`src/rtl/multi_digit_counter.sv`:
```
`default_nettype none
// ============================================================================
//  Module      : multi_digit_counter
//  Description : Cascaded per-digit modulo counter (e.g. mm:ss) with run/stop
//                control, clamped preset, expiry and wrap pulses.
//  Revision    : 1.0 - initial release
// ============================================================================
module multi_digit_counter #(
  parameter int                      DIGITS       = 4,
  parameter int                      WIDTH        = 4,
  parameter logic [DIGITS*WIDTH-1:0] DIGIT_MAX    = 16'h5959,
  parameter bit                      STOP_AT_ZERO = 1'b1
) (
  input  logic                    clk,
  input  logic                    reset_n,
  input  logic                    load,
  input  logic [DIGITS*WIDTH-1:0] load_value,
  input  logic                    start,
  input  logic                    stop,
  input  logic                    tick,
  input  logic                    up,
  output logic [DIGITS*WIDTH-1:0] count,
  output logic                    zero_count,
  output logic                    running,
  output logic                    done,
  output logic                    wrap
);

  localparam int c_NB = DIGITS * WIDTH;

  typedef enum logic [1:0] {
    S_IDLE    = 2'd0,
    S_RUNNING = 2'd1,
    S_EXPIRED = 2'd2
  } state_t;

  state_t          r_state, w_state_nxt;
  logic [c_NB-1:0] r_count, w_count_nxt;
  logic            r_done, r_wrap, w_done_nxt, w_wrap_nxt;
  logic [c_NB-1:0] w_load_clamped, w_down_val, w_up_val;
  // w_borrow[i] / w_carry[i]: every digit below i was at 0 / at its max
  logic [DIGITS:0] w_borrow, w_carry;

  assign w_borrow[0] = 1'b1;
  assign w_carry[0]  = 1'b1;

  for (genvar gi = 0; gi < DIGITS; gi++) begin : g_digit
    logic [WIDTH-1:0] w_cur, w_max, w_ld;
    assign w_cur = r_count[gi*WIDTH +: WIDTH];
    assign w_max = DIGIT_MAX[gi*WIDTH +: WIDTH];
    assign w_ld  = load_value[gi*WIDTH +: WIDTH];

    assign w_load_clamped[gi*WIDTH +: WIDTH] = (w_ld > w_max) ? w_max : w_ld;

    assign w_borrow[gi+1] = w_borrow[gi] & (w_cur == '0);
    assign w_down_val[gi*WIDTH +: WIDTH] = !w_borrow[gi]  ? w_cur :
                                           (w_cur == '0)  ? w_max :
                                                            w_cur - 1'b1;

    assign w_carry[gi+1] = w_carry[gi] & (w_cur >= w_max);
    assign w_up_val[gi*WIDTH +: WIDTH] = !w_carry[gi]     ? w_cur :
                                         (w_cur >= w_max) ? '0    :
                                                            w_cur + 1'b1;
  end

  assign count      = r_count;
  assign zero_count = (r_count == '0);
  assign running    = (r_state == S_RUNNING);
  assign done       = r_done;
  assign wrap       = r_wrap;

  always_ff @(posedge clk or negedge reset_n) begin
    if (!reset_n) begin
      r_state <= S_IDLE;
      r_count <= '0;
      r_done  <= 1'b0;
      r_wrap  <= 1'b0;
    end else begin
      r_state <= w_state_nxt;
      r_count <= w_count_nxt;
      r_done  <= w_done_nxt;
      r_wrap  <= w_wrap_nxt;
    end
  end

  always_comb begin
    w_state_nxt = r_state;
    w_count_nxt = r_count;
    w_done_nxt  = 1'b0;
    w_wrap_nxt  = 1'b0;
    if (load) begin
      w_count_nxt = w_load_clamped;
      w_state_nxt = S_IDLE;
    end else if (stop) begin
      if (r_state == S_RUNNING) w_state_nxt = S_IDLE;
    end else if (start && (r_state != S_RUNNING)) begin
      if (!(STOP_AT_ZERO && !up && zero_count)) w_state_nxt = S_RUNNING;
    end else if (tick && (r_state == S_RUNNING)) begin
      if (up) begin
        w_count_nxt = w_up_val;
        w_wrap_nxt  = w_carry[DIGITS];
      end else if (w_borrow[DIGITS]) begin
        // Down tick while already at zero: halt or reload every digit to max
        if (STOP_AT_ZERO) begin
          w_state_nxt = S_EXPIRED;
        end else begin
          w_count_nxt = w_down_val;
          w_wrap_nxt  = 1'b1;
        end
      end else begin
        w_count_nxt = w_down_val;
        if (STOP_AT_ZERO && (w_down_val == '0)) begin
          w_state_nxt = S_EXPIRED;
          w_done_nxt  = 1'b1;
        end
      end
    end
  end

endmodule
`default_nettype wire

```
`config.mk`:
```
export PLATFORM = sky130hd
export DESIGN_NAME = multi_digit_counter
export DESIGN_NICKNAME = d
export VERILOG_FILES = /design/src/rtl/multi_digit_counter.sv
export SDC_FILE = /design/constraint.sdc
export NUM_CORES = 1
export LEC_CHECK = 0
export BUFFER_PORTS_ARGS = -buffer_cell sky130_fd_sc_hd__buf_2
export CAP_MARGIN = 20
export CORE_MARGIN = 2
export CORE_UTILIZATION = 50
export DETAILED_ROUTE_END_ITERATION = 8
export PLACE_DENSITY = 0.77
export SLEW_MARGIN = 5
export SYNTH_ARGS = -nofsm -noshare
export SYNTH_HDL_FRONTEND = slang
export SYNTH_SLANG_ARGS = --single-unit
```
`constraint.sdc`:
```
create_clock -name clk -period 2.5 [get_ports clk]
set_input_delay 0.125 -clock clk [delete_from_list [all_inputs] [get_ports clk]]
set_output_delay 0.125 -clock clk [all_outputs]
set_load 0.05 [all_outputs]
```
==> metrics.md, run 1 <==
| Metric | Value |
|---|---|
| Outcome | `complete, no violations` |
| Min-delay src | `load_value[1]` |
| Max_cap viols | `0` |
| Clk slew on worst S/H paths | `0.08 ns` |
| Fin. Hold Viols | `0` |
| Chip Height | `68.34 µm` |
| Core Box Area | `4000 µm²` |
| Pwr dens | `682.9 nW/µm²` |
| Hpwl dp | `4359 µm` |
| Share of cells above drive strength 1 | `0.2730` |
| DRC Markers | `0` |
| R2r setup slk | `0.14 ns` |
| Syn_area_per_cell | `7.581 µm²` |
| Clk root buf | `clkbuf_8` |
| Post-synth top flop | `dfrtp_1` |
| Min-delay worst type | `input pin to register` |
| Htree depth | `1` |
| Worst setup margin | `0.1369 ns` |
| Vias in the first global route | `2010` |
| Top post-synthesis cells by count | `nor2_1, o21ai_0, a21oi_1, dfrtp_1, nand2_1` |
| CTS buffer count | `3` |
| Slew @ Worst Pin | `0.6317 ns` |
| Most common cell in the netlist | `nor2_1` |
| CP Max Fanout | `6` |
| Top area cells in the synthesized netlist | `dfrtp_1, ha_1, o21ai_0, nor2_1, a21oi_1` |
| Startpoint Class | `register` |
| Port Buf Inserts | `42` |
| Sink Count | `20` |
| Register share of total power | `0.268` |
| Vias | `2273` |
| Final setup violation count | `0` |
| Drt total wl | `5739 µm` |
| Netlist cell types | `58` |
| Total GRT Usage | `0.2576` |
| Fmax | `423.2 MHz` |
| Area Overhead vs Synth | `23.34%` |
| Gate Count Post-Synth | `273` |
| Part of the power in the clock network | `0.148` |
| EDFF count, synth | `0` |
| Starting Density | `0.5174` |
| Relative slew slack | `0.5770` |
| Post-synth top area share | `0.2418` |
| Later-pin clock latency in the skew report | `0.26 ns` |
| Total gr overflow | `0` |
| Shortest period the worst path allows | `2.363 ns` |
| Global-route wire length before repair | `9280 µm` |
| Mapped Nets | `308` |
| CP Data Arrival Time | `2.52 ns` |
| Yosys top cell by area | `dfrtp_1` |
| Yosys warns | `0` |
| P_leak | `1.142 nW` |
| Final Cycle Share | `0.9452` |
| CTS tree | `yes` |
| Power share of the combinational group | `0.584` |
| Asr flop ratio synth | `1.000` |
| Routed wire per std cell | `15.26 µm` |
| Die area | `4670 µm²` |
| Post-Syn Area | `2069 µm²` |
| Skew final | `0.005979 ns` |
| Iteration-0 DRC Markers | `220` |
| DR pass1 iterations | `5` |
| Fin nets | `362` |
| Peak supply drop | `0.3314 mV` |
| Flops & latches, synth | `20` |
| Largest net degree at the start of global routing | `21` |
| Antenna cells | `0` |
| CTS Buffer Depth | `2` |
| Via density | `6.045` |
| Max Slew Vio Count | `0` |
| Sw Ratio | `0.4882` |
| R2R Path Start | `count[1]` |
| Internal power | `0.0008921 W` |
| Die Span X | `68.34 µm` |
| Critical path origin | `count[1]` |
| Ports | `43` |
| Psw | `0.0008510 W` |
| Placer's final routability congestion estimate | `0.9128` |
| # fillers | `356` |
| Worst setup EP type | `register` |
| Initial antenna violation count | `0` |
| Critical Path RT | `2.65 ns` |
| Post-synthesis sequential area ratio | `0.2418` |
| FP Rows | `23` |
| DP Worst Slack | `0.08822 ns` |
| Worst setup path class | `register to register` |
| Final core utilization | `0.6381` |
| Detail Route Antenna Nets | `0` |
-- placed cells by master, fill, tap and decap left out, types with 4 or more instances in the layout --
| cell | count |
|---|---|
| o31ai_1 | 5 |
| ha_1 | 9 |
| nand3_1 | 6 |
| nor2b_1 | 6 |
| nand3b_1 | 4 |
| dfrtp_2 | 5 |
| nor3_1 | 11 |
| o21ai_0 | 26 |
| dfrtp_1 | 15 |
| o22ai_1 | 5 |
| a21oi_1 | 20 |
| buf_2 | 42 |
| nor2_1 | 30 |
| nand2b_1 | 6 |
| a221oi_1 | 4 |
| and3_1 | 6 |
| nand2_1 | 17 |
| clkbuf_8 | 4 |
| buf_4 | 23 |
| inv_1 | 13 |
-- registers in the layout, indices dropped and copies added, names as in the netlist --
register	cells
wrap	1
count	16
done	1
r_state	2
-- per-layer routing --
layer,GRT usage,part of all wire
met4,0.06000,0.010
met5,0,0
met3,0.02961,0.062
met1,0.3573,0.45
met2,0.4272,0.48
-- repair_timing --
action / CTS / global route
gates resized for setup: 0 / 5
hold endpoints to repair: 20 / 0
buffers inserted: 0 / 1
hold buffers: 1 / 0
setup endpoints to repair: 0 / 4
-- through the flow --
step	total power [W]	hold WS (ns)	instance area, µm²	std cells	setup TNS [ns]
after floorplan	0.001185	-0.1706	2107	273	0
after global placement	0.001442	0.1149	2454	370	0
after detailed placement	0.001456	0.1199	2454	370	0
after CTS	0.001718	0.1631	2519	375	0
after global routing	0.001873	0.1785	2552	376	-0.005723
final	0.001743	0.1606	2552	376	0
-- cell type report --
type                    count  area (µm²)  area share
clock buffers               4       55.05     0.02157
repair buffers             66       392.9      0.1539
multi-input cells         222        1483      0.5809
well taps                  50       62.56     0.02451
flip-flops and latches     20       506.7      0.1985
inverters                  14       52.55     0.02059
-- power by group through the flow --
stage          registers (W)  clock network (W)  logic, W
4_1_cts             0.000461           0.000263  0.000994
3_5_place_dp        0.000467                  0  0.000989
5_1_grt             0.000480           0.000276   0.00112
6_report            0.000467           0.000258   0.00102
2_1_floorplan       0.000642                  0  0.000543
3_3_place_gp        0.000464                  0  0.000978
-- path summary, 6_finish.rpt --
check	endpoint	depth (start not counted)
worst max-delay path	done	9
worst min-delay path	count[1]	3
worst max register to register	done	9
worst min register to register	count[8]	2
max in group asynchronous	count[9]	2
min in group asynchronous	count[8]	2
-- worst max-delay path, cell delays in order, from the launching register on --
cell     delay [ns]
dfrtp_2        0.44
inv_1          0.10
ha_2           0.22
nor3b_4        0.25
buf_4          0.17
nand3_4        0.08
or4_4          0.45
mux2i_4        0.21
and4_1         0.18
and3_1         0.16
-- cell families (layout without fill, tap and decap cells) --
group / after synthesis / after routing / synth area share
buffers and inverters: 31 / 84 / 0.06166
multiplexers: 4 / 4 / 0.02176
adder cells (fa/ha/maj): 12 / 12 / 0.07255
flip-flops: 20 / 20 / 0.2418
XOR/XNOR: 4 / 4 / 0.01693
AO/OA/AOI/OAI: 88 / 88 / 0.2739
AND/OR/NAND/NOR: 114 / 114 / 0.3114
Power figures use the tool's default switching activity.
==> inputs of run 2 (changes only) <==
--- a/config.mk
+++ b/config.mk
@@ -8,9 +8,9 @@
 export BUFFER_PORTS_ARGS = -buffer_cell sky130_fd_sc_hd__buf_2
 export CAP_MARGIN = 20
 export CORE_MARGIN = 2
-export CORE_UTILIZATION = 50
+export CORE_UTILIZATION = 55
 export DETAILED_ROUTE_END_ITERATION = 8
-export PLACE_DENSITY = 0.77
+export PLACE_DENSITY = 0.8
 export SLEW_MARGIN = 5
 export SYNTH_ARGS = -nofsm -noshare
 export SYNTH_HDL_FRONTEND = slang
==> constraint.sdc (replaced) <==
create_clock -name clk -period 2.9 [get_ports clk]
set_input_delay 0.145 -clock clk [delete_from_list [all_inputs] [get_ports clk]]
set_output_delay 0.145 -clock clk [all_outputs]
set_load 0.05 [all_outputs]
==> run 2 against run 1 <==
Against the previous run:
- hold slack improved by 0.011 ns
- die area fell by 8.6%
- sequential share of layout area rose by 0.96 points
- largest power group unchanged
- fmax fell by 12%
- clock power fell by 26%
- critical path type unchanged
- first-iteration DRC count rose by 2.7%
==> metrics.md, run 2 (synthesis gave the netlist of run 1 again) <==
| Metric | Value |
|---|---|
| Worst setup path class | `register to register` |
| Critical path's slowest cell | `or4_1` |
| CTS Buffer Depth | `2 (unchanged)` |
| Max Slew Vio Count | `0 (unchanged)` |
| Htree depth | `1 (unchanged)` |
| Chip Height | `65.34 µm (-4.4%)` |
| Worst path depth | `8 (-1)` |
| Fin nets | `350 (-3.3%)` |
| Detail Route Antenna Nets | `0 (unchanged)` |
| Setup TNS Final | `0 ns (unchanged)` |
| Sw Ratio | `0.5100 (+0.02177)` |
| Skew final | `0.001622 ns (-0.004357 ns)` |
| Psw | `0.0007187 W (-16%)` |
| FP Rows | `22 (-4.3%)` |
| Power share of the combinational group | `0.554 (-0.030)` |
| Internal power | `0.0006906 W (-23%)` |
| Fmax | `373.0 MHz (-12%)` |
| Shortest period the worst path allows | `2.681 ns (+0.3178 ns)` |
| DR pass1 iterations | `5 (unchanged)` |
| Core Box Area | `3633 µm² (-9.2%)` |
| Top delay family on crit path | `simple AND/OR/NAND/NOR gates` |
| P_leak | `1.083 nW (-5.1%)` |
| Peak supply drop | `0.2701 mV (-19%)` |
| Commonest non-fill, non-tap cells in the layout | `buf_2, nor2_1, o21ai_0, a21oi_1, dfrtp_1` |
| Die Span X | `65.34 µm (-4.4%)` |
| Worst path bufs/invs | `1 (-1)` |
| Clk root buf | `clkbuf_8` |
| Worst setup margin | `0.2192 ns (+0.08223 ns)` |
| Via density | `6.313 (+4.4%)` |
| Slowest stage delay, CP | `0.54 ns (+0.09 ns)` |
| Total GRT Usage | `0.2726 (+0.01501)` |
| Ports | `43 (unchanged)` |
| Antenna cells | `0 (unchanged)` |
| Min-delay worst type | `input pin to register` |
| Clk slew on worst S/H paths | `0.08 ns (about the same)` |
| Global-route wire length before repair | `9328 µm (+0.52%)` |
| # fillers | `336 (-5.6%)` |
| Sink Count | `20 (unchanged)` |
| Startpoint Class | `register` |
| Max reg flops | `16 (unchanged)` |
| Vias in the first global route | `2045 (+1.7%)` |
| Starting Density | `0.5696 (+0.05220)` |
| Initial antenna violation count | `0 (unchanged)` |
| CTS buffer count | `3 (unchanged)` |
| Routed wire per std cell | `15.63 µm (+2.4%)` |
| Drt total wl | `5643 µm (-1.7%)` |
| R2R Path Start | `count[1]` |
| Final setup violation count | `0 (unchanged)` |
| Die area | `4269 µm² (-8.6%)` |
| Worst setup EP type | `register` |
| CTS tree | `yes` |
| RSZ-0062 raised after global routing | `false` |
| Part of the power in the clock network | `0.136 (-0.012)` |
| CP Data Arrival Time | `2.81 ns (+0.29 ns)` |
| Critical path endpoint | `r_state[0]` |
| Share of cells above drive strength 1 | `0.2109 (-0.06214)` |
| Iteration-0 DRC Markers | `226 (+2.7%)` |
| CP Max Fanout | `9 (+3)` |
| Critical Path RT | `3.03 ns (+0.38 ns)` |
| DRC Markers | `0 (unchanged)` |
| R2r setup slk | `0.22 ns (+0.08 ns)` |
| Reg-to-reg endpoint | `r_state[0]` |
| Largest net degree at the start of global routing | `27 (+29%)` |
| Final core utilization | `0.6618 (+0.02375)` |
| Hpwl dp | `4156 µm (-4.7%)` |
| Pwr Total | `0.001409 W (-19%)` |
| Later-pin clock latency in the skew report | `0.26 ns (about the same)` |
| Final Cycle Share | `0.9244 (-0.02080)` |
| Total gr overflow | `0 (unchanged)` |
| Critical-path cell list | `inv_1 > ha_1 > nor3b_4 > nand4_1 > or4_1 > a32oi_1 > and4_1 > o22ai_1` |
| Critical path origin | `count[1]` |
| Cells after DPL | `357 (-3.5%)` |
| Finished Layout Cells | `361 (-4.0%)` |
| Worst Reg-to-Reg Cells | `8 (-1)` |
| Port Buf Inserts | `42 (unchanged)` |
| Fin. Hold Viols | `0 (unchanged)` |
| Register share of total power | `0.310 (+0.042)` |
| Relative slew slack | `0.5766 (about the same)` |
| Area Overhead vs Synth | `16.20%` |
| DP Worst Slack | `0.1771 ns (+0.08885 ns)` |
| Slew @ Worst Pin | `0.6323 ns (+0.0005680 ns)` |
| Outcome | `complete, no violations` |
| Placer's final routability congestion estimate | `0.8727 (-4.4%)` |
| Most common library cell in the layout ignoring fill and taps | `buf_2` |
| Max_cap viols | `0 (unchanged)` |
| Vias | `2279 (+0.26%)` |
| Pwr dens | `586.0 nW/µm² (-14%)` |
-- run 2: worst min-delay path by stage --
stage | from | to | cells past startpoint
global route | load_value[1] | count[1] | 3
floorplan | reset_n | count[0] | 0
global placement | reset_n | count[4] | 1
detailed placement | reset_n | count[5] | 1
CTS | load_value[1] | count[1] | 3
finish | load_value[1] | count[1] | 3
-- run 2: metrics by stage --
| stage | hold slack (ns) | area (µm²) |
|---|---|---|
| final | 0.1712 | 2405 |
| after global routing | 0.1957 | 2405 |
| after CTS | 0.1771 | 2399 |
| after detailed placement | 0.1328 | 2347 |
| after global placement | 0.1252 | 2347 |
| after floorplan | -0.1506 | 2069 |
-- run 2: final cells by class --
type	count	area, µm²	area share
Sequential cell	20	500.5	0.2081
Clock buffer	3	41.29	0.01717
Tap cell	48	60.06	0.02497
Timing Repair Buffer	54	302.8	0.1259
Multi-Input combinational cell	222	1448	0.6020
Inverter	14	52.55	0.02185
-- run 2: repair_timing --
| action | in CTS | in global routing |
|---|---|---|
| hold buffers | 1 | 0 |
| gates resized for setup | 0 | 1 |
| endpoints found under the hold margin | 20 | 0 |
| setup endpoints to repair | 0 | 3 |
| buffers inserted | 0 | 0 |
-- run 2: worst min-delay path, stage by stage --
cell and delay (ns):
buf_2 0.10, nand2_1 0.05, a41oi_1 0.10
-- run 2: power groups by stage --
stage	Sequential, W	Combinational [W]	Clock [W]
2_1_floorplan	0.000550	0.000446	0
3_3_place_gp	0.000433	0.000751	0
3_5_place_dp	0.000437	0.000763	0
4_1_cts	0.000433	0.000769	0.000196
5_1_grt	0.000449	0.000848	0.000210
6_report	0.000437	0.000780	0.000192
-- run 2: per-layer routing --
metal	global-route usage	part of all wire	wire, µm	vias up
li1	-	-	-	1095
met1	0.3706	0.43	2442	1062
met5	0	0	0	-
met4	0.07292	0.015	82	0
met3	0.01712	0.070	397	13
met2	0.4694	0.48	2720	109
